[config.mk]
export PLATFORM = sky130hd
export DESIGN_NAME = demux_stream_scheduler
export DESIGN_NICKNAME = d
export VERILOG_FILES = /design/src/rtl/demux_stream_scheduler.sv
export SDC_FILE = /design/constraint.sdc
export NUM_CORES = 1
export LEC_CHECK = 0
export ABC_AREA = 1
export CAP_MARGIN = 20
export CORE_UTILIZATION = 31
export CTS_CLUSTER_SIZE = 20
export DETAILED_ROUTE_END_ITERATION = 7
export HOLD_SLACK_MARGIN = 0.12
export PLACE_DENSITY = 0.79
export SLEW_MARGIN = 20
export SYNTH_ARGS = -nofsm -noshare
export SYNTH_HDL_FRONTEND = slang
export SYNTH_SLANG_ARGS = --single-unit
[constraint.sdc]
create_clock -name clk -period 1.7 [get_ports clk]
set_clock_uncertainty 0.2 [all_clocks]
set_input_delay 0.34 -clock clk [delete_from_list [all_inputs] [get_ports clk]]
set_output_delay 0.34 -clock clk [all_outputs]
set_load 0.05 [all_outputs]
[src/rtl/demux_stream_scheduler.sv]
// -----------------------------------------------------------------------------
// demux_stream_scheduler
//
// Sequencing controller in front of the demultiplexer datapath. Accepts one
// valid/ready input stream, holds at most one word, and steers it to exactly
// one of OUT_OUTPUTS valid/ready output channels. The target channel is taken
// from a rotating round-robin pointer (mode = 0) or from the per-word
// destination index (mode = 1). Addressed words whose destination does not
// exist are consumed and counted instead of being buffered.
//
// Ports:
//   clk         - single clock, all state on the rising edge
//   rst         - synchronous, active-high reset
//   mode        - 0 = round-robin, 1 = addressed; sampled on acceptance only
//   in_data     - input word
//   in_dest     - destination index (addressed mode)
//   in_valid    - input word present
//   in_ready    - scheduler can take a word this cycle
//   outs        - per-channel data, zero on every channel not being driven
//   out_valid   - per-channel valid, one-hot or zero
//   out_ready   - per-channel ready
//   cur_sel     - target of the held word, 0 when empty
//   rr_ptr      - next round-robin target
//   drop_pulse  - one-cycle pulse after an out-of-range word was discarded
//   drop_count  - saturating count of discarded words
// -----------------------------------------------------------------------------
module demux_stream_scheduler #(
    parameter int OUT_BITWIDTH = 8,
    parameter int OUT_OUTPUTS  = 4,
    parameter int LOG2_OF_OUT  = $clog2(OUT_OUTPUTS)
) (
    input  logic                    clk,
    input  logic                    rst,
    input  logic                    mode,
    input  logic [OUT_BITWIDTH-1:0] in_data,
    input  logic [LOG2_OF_OUT-1:0]  in_dest,
    input  logic                    in_valid,
    output logic                    in_ready,
    output logic [OUT_BITWIDTH-1:0] outs [OUT_OUTPUTS],
    output logic [OUT_OUTPUTS-1:0]  out_valid,
    input  logic [OUT_OUTPUTS-1:0]  out_ready,
    output logic [LOG2_OF_OUT-1:0]  cur_sel,
    output logic [LOG2_OF_OUT-1:0]  rr_ptr,
    output logic                    drop_pulse,
    output logic [7:0]              drop_count
);

    // Number of codes the select field can express; may exceed OUT_OUTPUTS.
    localparam int NUM_SLOTS = 1 << LOG2_OF_OUT;
    localparam logic [LOG2_OF_OUT-1:0] LAST_IDX = LOG2_OF_OUT'(OUT_OUTPUTS - 1);

    typedef enum logic {
        EMPTY = 1'b0,
        FULL  = 1'b1
    } state_t;

    state_t                  state_q, state_d;
    logic [OUT_BITWIDTH-1:0] data_q, data_d;
    logic [LOG2_OF_OUT-1:0]  sel_q, sel_d;
    logic [LOG2_OF_OUT-1:0]  rr_ptr_q, rr_ptr_d;
    logic                    drop_pulse_q, drop_pulse_d;
    logic [7:0]              drop_count_q, drop_count_d;

    logic [NUM_SLOTS-1:0]    ready_pad;
    logic                    dest_ok;
    logic                    target_ready;
    logic                    out_hs;
    logic                    accept;

    function automatic logic [7:0] sat_inc8(input logic [7:0] v);
        return (v == 8'hFF) ? v : v + 8'd1;
    endfunction

    // With a power-of-two channel count every destination code is a real
    // channel, so the range check collapses to a constant.
    generate
        if (NUM_SLOTS == OUT_OUTPUTS) begin : g_dest_full_range
            assign dest_ok = 1'b1;
        end else begin : g_dest_partial_range
            assign dest_ok = (int'(in_dest) < OUT_OUTPUTS);
        end
    endgenerate

    // Pad out_ready to the full select range so indexing by sel_q is always
    // in bounds; sel_q itself only ever holds real channel numbers.
    always_comb begin
        ready_pad                  = '0;
        ready_pad[OUT_OUTPUTS-1:0] = out_ready;
    end

    always_comb begin
        target_ready = ready_pad[sel_q];
        out_hs       = (state_q == FULL) && target_ready;
        // Pass-through: a word leaving this cycle frees the slot for a new one.
        in_ready     = (state_q == EMPTY) || out_hs;
        accept       = in_valid && in_ready;
    end

    // Next-state and holding register update
    always_comb begin
        state_d      = state_q;
        data_d       = data_q;
        sel_d        = sel_q;
        rr_ptr_d     = rr_ptr_q;
        drop_pulse_d = 1'b0;
        drop_count_d = drop_count_q;

        if (out_hs) begin
            state_d = EMPTY;
        end

        if (accept) begin
            if (!mode) begin
                state_d  = FULL;
                data_d   = in_data;
                sel_d    = rr_ptr_q;
                rr_ptr_d = (rr_ptr_q == LAST_IDX) ? '0 : rr_ptr_q + 1'b1;
            end else if (dest_ok) begin
                state_d = FULL;
                data_d  = in_data;
                sel_d   = in_dest;
            end else begin
                // Handshake completes, but the word is discarded.
                drop_pulse_d = 1'b1;
                drop_count_d = sat_inc8(drop_count_q);
            end
        end
    end

    always_ff @(posedge clk) begin
        if (rst) begin
            state_q      <= EMPTY;
            sel_q        <= '0;
            rr_ptr_q     <= '0;
            drop_pulse_q <= 1'b0;
            drop_count_q <= '0;
        end else begin
            state_q      <= state_d;
            sel_q        <= sel_d;
            rr_ptr_q     <= rr_ptr_d;
            drop_pulse_q <= drop_pulse_d;
            drop_count_q <= drop_count_d;
        end
    end

    // The held word is only visible while FULL, so it needs no reset.
    always_ff @(posedge clk) begin
        data_q <= data_d;
    end

    // Output steering
    always_comb begin
        for (int i = 0; i < OUT_OUTPUTS; i++) begin
            out_valid[i] = (state_q == FULL) && (sel_q == LOG2_OF_OUT'(i));
            outs[i]      = ((state_q == FULL) && (sel_q == LOG2_OF_OUT'(i))) ? data_q : '0;
        end
        cur_sel = (state_q == FULL) ? sel_q : '0;
    end

    assign rr_ptr     = rr_ptr_q;
    assign drop_pulse = drop_pulse_q;
    assign drop_count = drop_count_q;

endmodule

* Yosys cells after proc, flatten, opt, wreduce, memory -nomap -nowiden
Index checks and enable logic that the tools add are counted.
** Word-level totals
- Flip-flop bits (word level) :: 13
- Logic and storage cells :: 33
** Operators by class
- $add $sub $neg :: 1
- Magnitude comparators :: 1
- Equality and inequality tests :: 4
- Multiplexer cells :: 11
- Bitwise logic cells :: 2
- Reduce and logical (&&, ||, !) cells :: 10
** Operators with widths (count)
- 8-bit 2-to-1 mux :: 4
- 2-bit == test, second input constant :: 3
- 1-bit logical AND :: 6
- 2-bit 2-to-1 mux :: 3
- 2-bit by 3-bit < comparator with 1-bit output, second input constant :: 1
- 1-bit 2-to-1 mux :: 3
- 2-bit by 1-bit adder with 2-bit output, second input constant :: 1
- 1-bit binary-select mux with 2-bit select :: 1
- 2-bit by 1-bit == test with 1-bit output, second input constant :: 1
- 2-bit zero test :: 1
- 1-bit NOT :: 2
- 2-bit AND reduction :: 1
- 2-bit nonzero test :: 1
- 1-bit logical OR :: 1

* Logic depth before layout (Yosys ltp)
Gate-level depths: netlist of run 1.
- Depth after elaboration :: 6
- Gate-level depth with buffers :: 9
- Depth with buffers taken out :: 9

* Worst setup path after synthesis of run 1
No wires, ideal clock.
- Path type :: register to output
- From :: register sel_q[0]
- To :: output port outs[0] in the netlist's numbering
- Arrival :: 2061 ps
- Required time :: 1160 ps
- Path slack :: -901 ps
- Stages on the path, launching flop included :: 5
- Buffers on the path :: 0
- Cells stage by stage :: dfxtp_1 nand2_1 nor2_1 inv_2 nor2_1
** RTL lines
- start, declared :: line 59 : logic [LOG2_OF_OUT-1:0] sel_q, sel_d;
- start signal, assigned :: line 139 : sel_q <= sel_d;
- end, declared :: line 39 : output logic [OUT_BITWIDTH-1:0] outs [OUT_OUTPUTS],

==> qor.csv, run 1 <==
stage,metric,value,unit
placed_design,dpl_cell_area,2140,µm²
worst_setup_path,crit_top_cell,nor2_4,
sta,finalHoldViolations,0,
floorplanning,ioPinCount,68,
worst_setup_path,end_kind,output port,
min_path,hold_path.class,reg2reg,
route,drtPass1Iterations,4,
sta,tns,-4.54,ns
synth,async_flop_share,0,%
layout,synthToLayoutAreaGrowth,178,%
placed_design,gp_congestion,0.746,
sta,timing.final.ws_setup,-0.175,ns
status,status,finished with violations,
synth,seq_area_frac_synth,42.2,%
worst_setup_path,crit_path_cell_trace,"nand2_4, nor2_4, inv_8, nor2_4, buf_12",
worst_setup_path,endpoint,outs[10],
global_routing,grt_overflow,0,
worst_setup_path,critPathLaunchType,flip-flop,
clocking,clock_path_buffers,2,
synth,synth-edff-count,8,
floorplanning,dieArea,2810,µm²
clocking,cts_tree,built,
worst_setup_path,r2r-start,sel_q[0],
global_routing,grt_pass1_vias,924,
floorplanning,die_x,53.0,µm
sta,finalCritPeriodShare,110,%
global_routing,grt_max_degree,11,
worst_setup_path,rr_worst_depth,7,
floorplanning,core,2480,µm²
route,routed_wl,3160,µm
sta,max_freq,0.533,GHz
power_and_ir_drop,leakage,0.924,nW
route,drcViolationCount,0,
route,drt_iter0_drc,4,
worst_setup_path,arrival,1.34,ns
floorplanning,initial_core_util,32.6,%
sta,setup_viol,36,
layout,final_common_cell,buf_12,
sta,layout_min_cycle_time,1.88,ns
route,via_count,955,
layout,final_cell_mix,"buf_12, nor2_4, inv_1, clkdlybuf4s50_1, nand2_1",
clocking,cts.sinks,13,
clocking,insertion_delay,0.27,ns
worst_setup_path,critPathMaxStageDelay,0.41,ns
route,wire_per_inst,14.6,µm
run,drv_cap,0,
sta,drv_slew,0,
synth,synth_ff_type,edfxtp_1,
worst_setup_path,cpMaxStageDelayCell,dfxtp_4,
worst_setup_path,crit_type,reg2out,
global_routing,grt_use_total,23.1,%
floorplanning,rows,18,
layout,drive_above_1_share,60.2,%
power_and_ir_drop,power_per_cell_area,509,nW/µm²
global_routing,grt_first_pass_wirelength,4510,µm
power_and_ir_drop,vdd_drop_max,0.759,mV
sta,rsz0062_at_grt,true,
clocking,cts.root.buffer_cell,clkbuf_4,
synth,synth_cell_type_count,18,
status,violations,setup timing,
synth,synth_area,807,µm²
synth,ys_seq_elements,13,
worst_setup_path,crit_required,1.16,ns
layout,final_cell_area,2240,µm²
placed_design,hpwl,2550,µm
route,avgViaCountPerCell,4.42,
layout,antenna_cells,0,
clocking,cts_buffers,3,
placed_design,place_ws,-0.149,ns
worst_setup_path,cp_max_fo,8,
clocking,htree_levels,1,
route,antenna_left,0,
synth,syn_inst,114,
synth,syn_avg_cell_area,7.08,µm²
layout,final_net_count,206,
worst_setup_path,ff2ff_setup_slack,0.13,ns
clocking,path_clk_slew,0.08,ns
global_routing,antenna_found_initial,0,
worst_setup_path,r2r-end,data_q[4],
synth,ys.warnings.count,0,
placed_design,place.port_buffers,58,
worst_setup_path,crit_start,sel_q[1],
floorplanning,fp.dieH,53.0,µm
[critical path: cells and delay by family, from the launching register on]
kind                   cells  cell delay [ns]
flip-flops                 1             0.41
AND/OR/NAND/NOR            3             0.40
buffers and inverters      2             0.25
[cells in the mapped netlist (2+ instances only)]
library cell | number | area share (%)
o21ai_1 | 2 | 1.2
inv_2 | 5 | 2.3
dfxtp_1 | 5 | 12
inv_1 | 16 | 7.4
edfxtp_1 | 8 | 30
nand2_1 | 14 | 6.5
o21ai_0 | 2 | 1.2
nor2_2 | 2 | 1.6
nand2_2 | 2 | 1.6
buf_4 | 9 | 8.4
nor2_1 | 42 | 20
[cells by family after synthesis]
| group | share of synthesized area [%] |
|---|---|
| simple gates | 34.6 |
| compound gates | 3.10 |
| fa+ha+maj | 1.55 |
| flops | 42.2 |
| buf+inv | 18.1 |
| other cells | 0.465 |
[routing by layer]
layer | vias up | global-route usage [%] | routed length, µm
met5 | - | 0 | 0
met2 | 47 | 43.7 | 1790
met3 | 8 | 4.89 | 212
met4 | 0 | 8.77 | 57
li1 | 467 | - | -
met1 | 433 | 24.5 | 1100
[report_power, final]
part	switching [mW]	internal, mW	leakage [nW]	total [mW]
registers	0.0277	0.362	0.121	0.390
logic	0.339	0.224	0.788	0.563
clock network	0.0966	0.0910	0.0150	0.188
total	0.463	0.677	0.924	1.14
[worst min-delay path by stage]
stage	startpoint	endpoint	slack [ns]	cells after the start
6_report	sel_q[0]	sel_q[0]	0.37	2
5_1_grt	in_data[0]	data_q[0]	0.40	1
4_1_cts	sel_q[1]	sel_q[1]	0.37	2
3_5_place_dp	sel_q[1]	sel_q[1]	0.36	2
3_3_place_gp	sel_q[1]	sel_q[1]	0.34	2
2_1_floorplan	rst	state_q	0.20	1
[stage by stage]
stage	hold WS [ns]	cells	power (mW)	util (%)
finish	0.371	216	1.14	90.5
detailed placement	0.361	204	0.943	86.4
floorplan	0.199	122	0.719	-
global route	0.404	216	1.18	90.5
CTS	0.374	214	1.14	89.2
global placement	0.342	204	0.927	86.4
[area by class of cell]
type / count / area [µm²]
Inverter: 21 / 103
Timing Repair Buffer: 69 / 1080
Fill cell: 102 / 236
Sequential cell: 13 / 352
Tap cell: 30 / 37.5
Clock buffer: 4 / 26.3
Multi-Input combinational cell: 79 / 638
[timing repair]
| item | 4_1_cts | 5_1_grt |
|---|---|---|
| endpoints found under the setup margin | 34 | 37 |
| resized for setup | 5 | 5 |
| pin swaps | 12 | 5 |
| hold buffers | 0 | 0 |
| buffers inserted | 6 | 3 |
[state kept, by name, indices dropped and copies added, names as in the netlist]
name,cells
state_q,1
data_q,8
sel_q,2
rr_ptr,2
Note: power is estimated with default switching activity, not from simulation.
==> inputs of run 2 (changes only) <==
--- a/config.mk
+++ b/config.mk
@@ -8,7 +8,6 @@
 export ABC_AREA = 1
 export CAP_MARGIN = 20
 export CORE_UTILIZATION = 31
-export CTS_CLUSTER_SIZE = 20
 export DETAILED_ROUTE_END_ITERATION = 7
 export HOLD_SLACK_MARGIN = 0.12
 export PLACE_DENSITY = 0.79
@@ -16,3 +15,4 @@
 export SYNTH_ARGS = -nofsm -noshare
 export SYNTH_HDL_FRONTEND = slang
 export SYNTH_SLANG_ARGS = --single-unit
+export TNS_END_PERCENT = 20
==> qor.csv, run 2 (same netlist as run 1, synthesis figures left out) <==
stage,metric,value,unit,change
status,status,finished with violations,,
status,violations,setup timing,,
sta,setup_viol,37,,+2.8%
worst_setup_path,ff2ff_setup_slack,0.07,ns,-0.06 ns
power_and_ir_drop,switching_power,490,µW,+5.7%
route,antenna_left,0,,unchanged
global_routing,grt_first_pass_wirelength,5130,µm,+14%
layout,drive_above_1_share,61.8,%,+1.6 points
sta,finalCritPeriodShare,111,%,+0.60 points
placed_design,place.port_buffers,58,,unchanged
min_path,hold_end,sel_q[0],,
run,drv_cap,0,,unchanged
global_routing,antenna_found_initial,0,,unchanged
clocking,path_clk_slew,0.08,ns,about the same
power_and_ir_drop,pwr-share-clk,16.5,%,about the same
worst_setup_path,cp_max_fo,8,,unchanged
floorplanning,ioPinCount,68,,unchanged
floorplanning,core,2480,µm²,unchanged
global_routing,grt_use_total,26.7,%,+3.6 points
clocking,cts.root.buffer_cell,clkbuf_4,,
worst_setup_path,end_kind,output port,,
route,routed_wl,3730,µm,+18%
power_and_ir_drop,leakage,0.940,nW,+1.8%
clocking,cts_buffers,3,,unchanged
sta,timing.final.ws_setup,-0.186,ns,-0.0102 ns
floorplanning,dieArea,2810,µm²,unchanged
min_path,holdPathStages,2,,unchanged
layout,final_cell_area,2270,µm²,+1.3%
clocking,cts_tree,built,,
global_routing,grt_pass1_vias,939,,+1.6%
placed_design,post-place-cells,204,,unchanged
worst_setup_path,critPathLaunchType,flip-flop,,
power_and_ir_drop,vdd_drop_max,0.640,mV,-16%
route,via_count,1011,,+5.9%
floorplanning,rows,18,,unchanged
power_and_ir_drop,p_seq_share,33.5,%,-0.7 points
floorplanning,fp.dieH,53.0,µm,unchanged
layout,final_common_cell,buf_12,,
layout,final_cell_mix,"buf_12, nor2_4, clkdlybuf4s50_1, inv_1",,
route,drt_iter0_drc,12,,+8
route,wire_per_inst,17.3,µm,+18%
sta,layout_min_cycle_time,1.89,ns,+0.0102 ns
worst_setup_path,crit_required,1.16,ns,about the same
layout,instances_no_fill,216,,unchanged
worst_setup_path,r2r-end,sel_q[0],,
layout,final_net_count,206,,unchanged
layout,largest_register,data_q,,
power_and_ir_drop,power,1.18,mW,+3.2%
sta,max_freq,0.530,GHz,-0.54%
power_and_ir_drop,combinationalPowerShare,50.0,%,+0.6 points
worst_setup_path,rr_worst_depth,10,,+3
sta,rsz0062_at_grt,true,,
route,drtPass1Iterations,4,,unchanged
placed_design,gp_congestion,0.688,,-7.7%
layout,synthToLayoutAreaGrowth,181,%,
route,avgViaCountPerCell,4.68,,+5.9%
power_and_ir_drop,intPower,687,µW,+1.4%
sta,finalHoldViolations,0,,unchanged
global_routing,grt_max_degree,11,,unchanged
clocking,insertion_delay,0.28,ns,about the same
layout,largest_reg_flops,8,,unchanged
worst_setup_path,crit_type,reg2out,,
clocking,clock_path_buffers,2,,unchanged
global_routing,grt_overflow,0,,unchanged
power_and_ir_drop,power_per_cell_area,518,nW/µm²,+1.8%
worst_setup_path,r2r-start,sel_q[0],,
min_path,hold_path.class,reg2reg,,
floorplanning,die_x,53.0,µm,unchanged
placed_design,hpwl,2440,µm,-4.3%
power_and_ir_drop,switching_share,41.6,%,+1.0 points
floorplanning,initial_core_util,32.6,%,unchanged
clocking,htree_levels,1,,unchanged
worst_setup_path,arrival,1.35,ns,about the same
sta,drv_slew,0,,unchanged
layout,antenna_cells,0,,unchanged
min_path,hold_start,sel_q[0],,
clocking,ctsHoldBuffers,0,,unchanged
clocking,cts.sinks,13,,unchanged
route,drcViolationCount,0,,unchanged
placed_design,dpl_cell_area,2140,µm²,unchanged
## run 2: cell types whose count changed in the layout (fill, tap and decap cells not counted), sizes merged
cell / previous run / this run
dlygate4sd2: 4 / 0
clkdlybuf4s50: 13 / 15
dlymetal6s2s: 0 / 2
## run 2: critical path, cell delays in order, from the launching register on
cell	delay, ns
dfxtp_4	0.42
nand2_4	0.09
nor2_4	0.17
inv_8	0.10
nor2_4	0.13
buf_12	0.15
## run 2: final cells by class
| cell class | instances | area (µm²) |
|---|---|---|
| Sequential cell | 13 | 352 |
| Inverter | 21 | 110 |
| Timing Repair Buffer | 69 | 1090 |
| Multi-Input combinational cell | 79 | 651 |
| Tap cell | 30 | 37.5 |
| Fill cell | 95 | 206 |
| Clock buffer | 4 | 26.3 |
## run 2: worst max-delay path by stage
stage,slack (ns),to,cells past startpoint,startpoint
2_1_floorplan,-0.09,outs[16],4,sel_q[0]
3_3_place_gp,-0.1,data_q[1],7,out_ready[3]
3_5_place_dp,-0.16,data_q[0],7,out_ready[0]
4_1_cts,-0.14,outs[11],5,sel_q[1]
5_1_grt,-0.22,outs[0],5,sel_q[1]
6_report,-0.19,outs[19],5,state_q
## run 2: metal layers
layer	share of wire [%]	track usage (%)	wire, µm
met5	0	0	0
met4	2.0	4.39	75
met3	6.2	6.32	230
met2	54	48.9	2010
met1	38	31.6	1420
## run 2: through the flow
step	util (%)	hold WS, ns	TNS (ns)	worst slack (ns)
3_5_place_dp	86.4	0.348	-1.78	-0.157
4_1_cts	90.2	0.364	-3.81	-0.139
5_1_grt	91.7	0.412	-6.44	-0.217
2_1_floorplan	-	0.199	-2.09	-0.0906
6_report	91.7	0.386	-5.16	-0.186
3_3_place_gp	86.4	0.342	-1.08	-0.0998
## run 2: power groups by stage
stage / clock, mW / sequential, mW / combinational, mW
2_1_floorplan: 0 / 0.402 / 0.317
3_3_place_gp: 0 / 0.393 / 0.533
3_5_place_dp: 0 / 0.396 / 0.547
4_1_cts: 0.197 / 0.388 / 0.566
5_1_grt: 0.208 / 0.396 / 0.612
6_report: 0.194 / 0.394 / 0.589
## run 2: timing repair
action | CTS | global route
endpoints found under the hold margin | 0 | 0
pin swaps | 7 | 5
endpoints found under the setup margin | 34 | 38
setup buffers | 7 | 1
gates resized for setup | 4 | 11
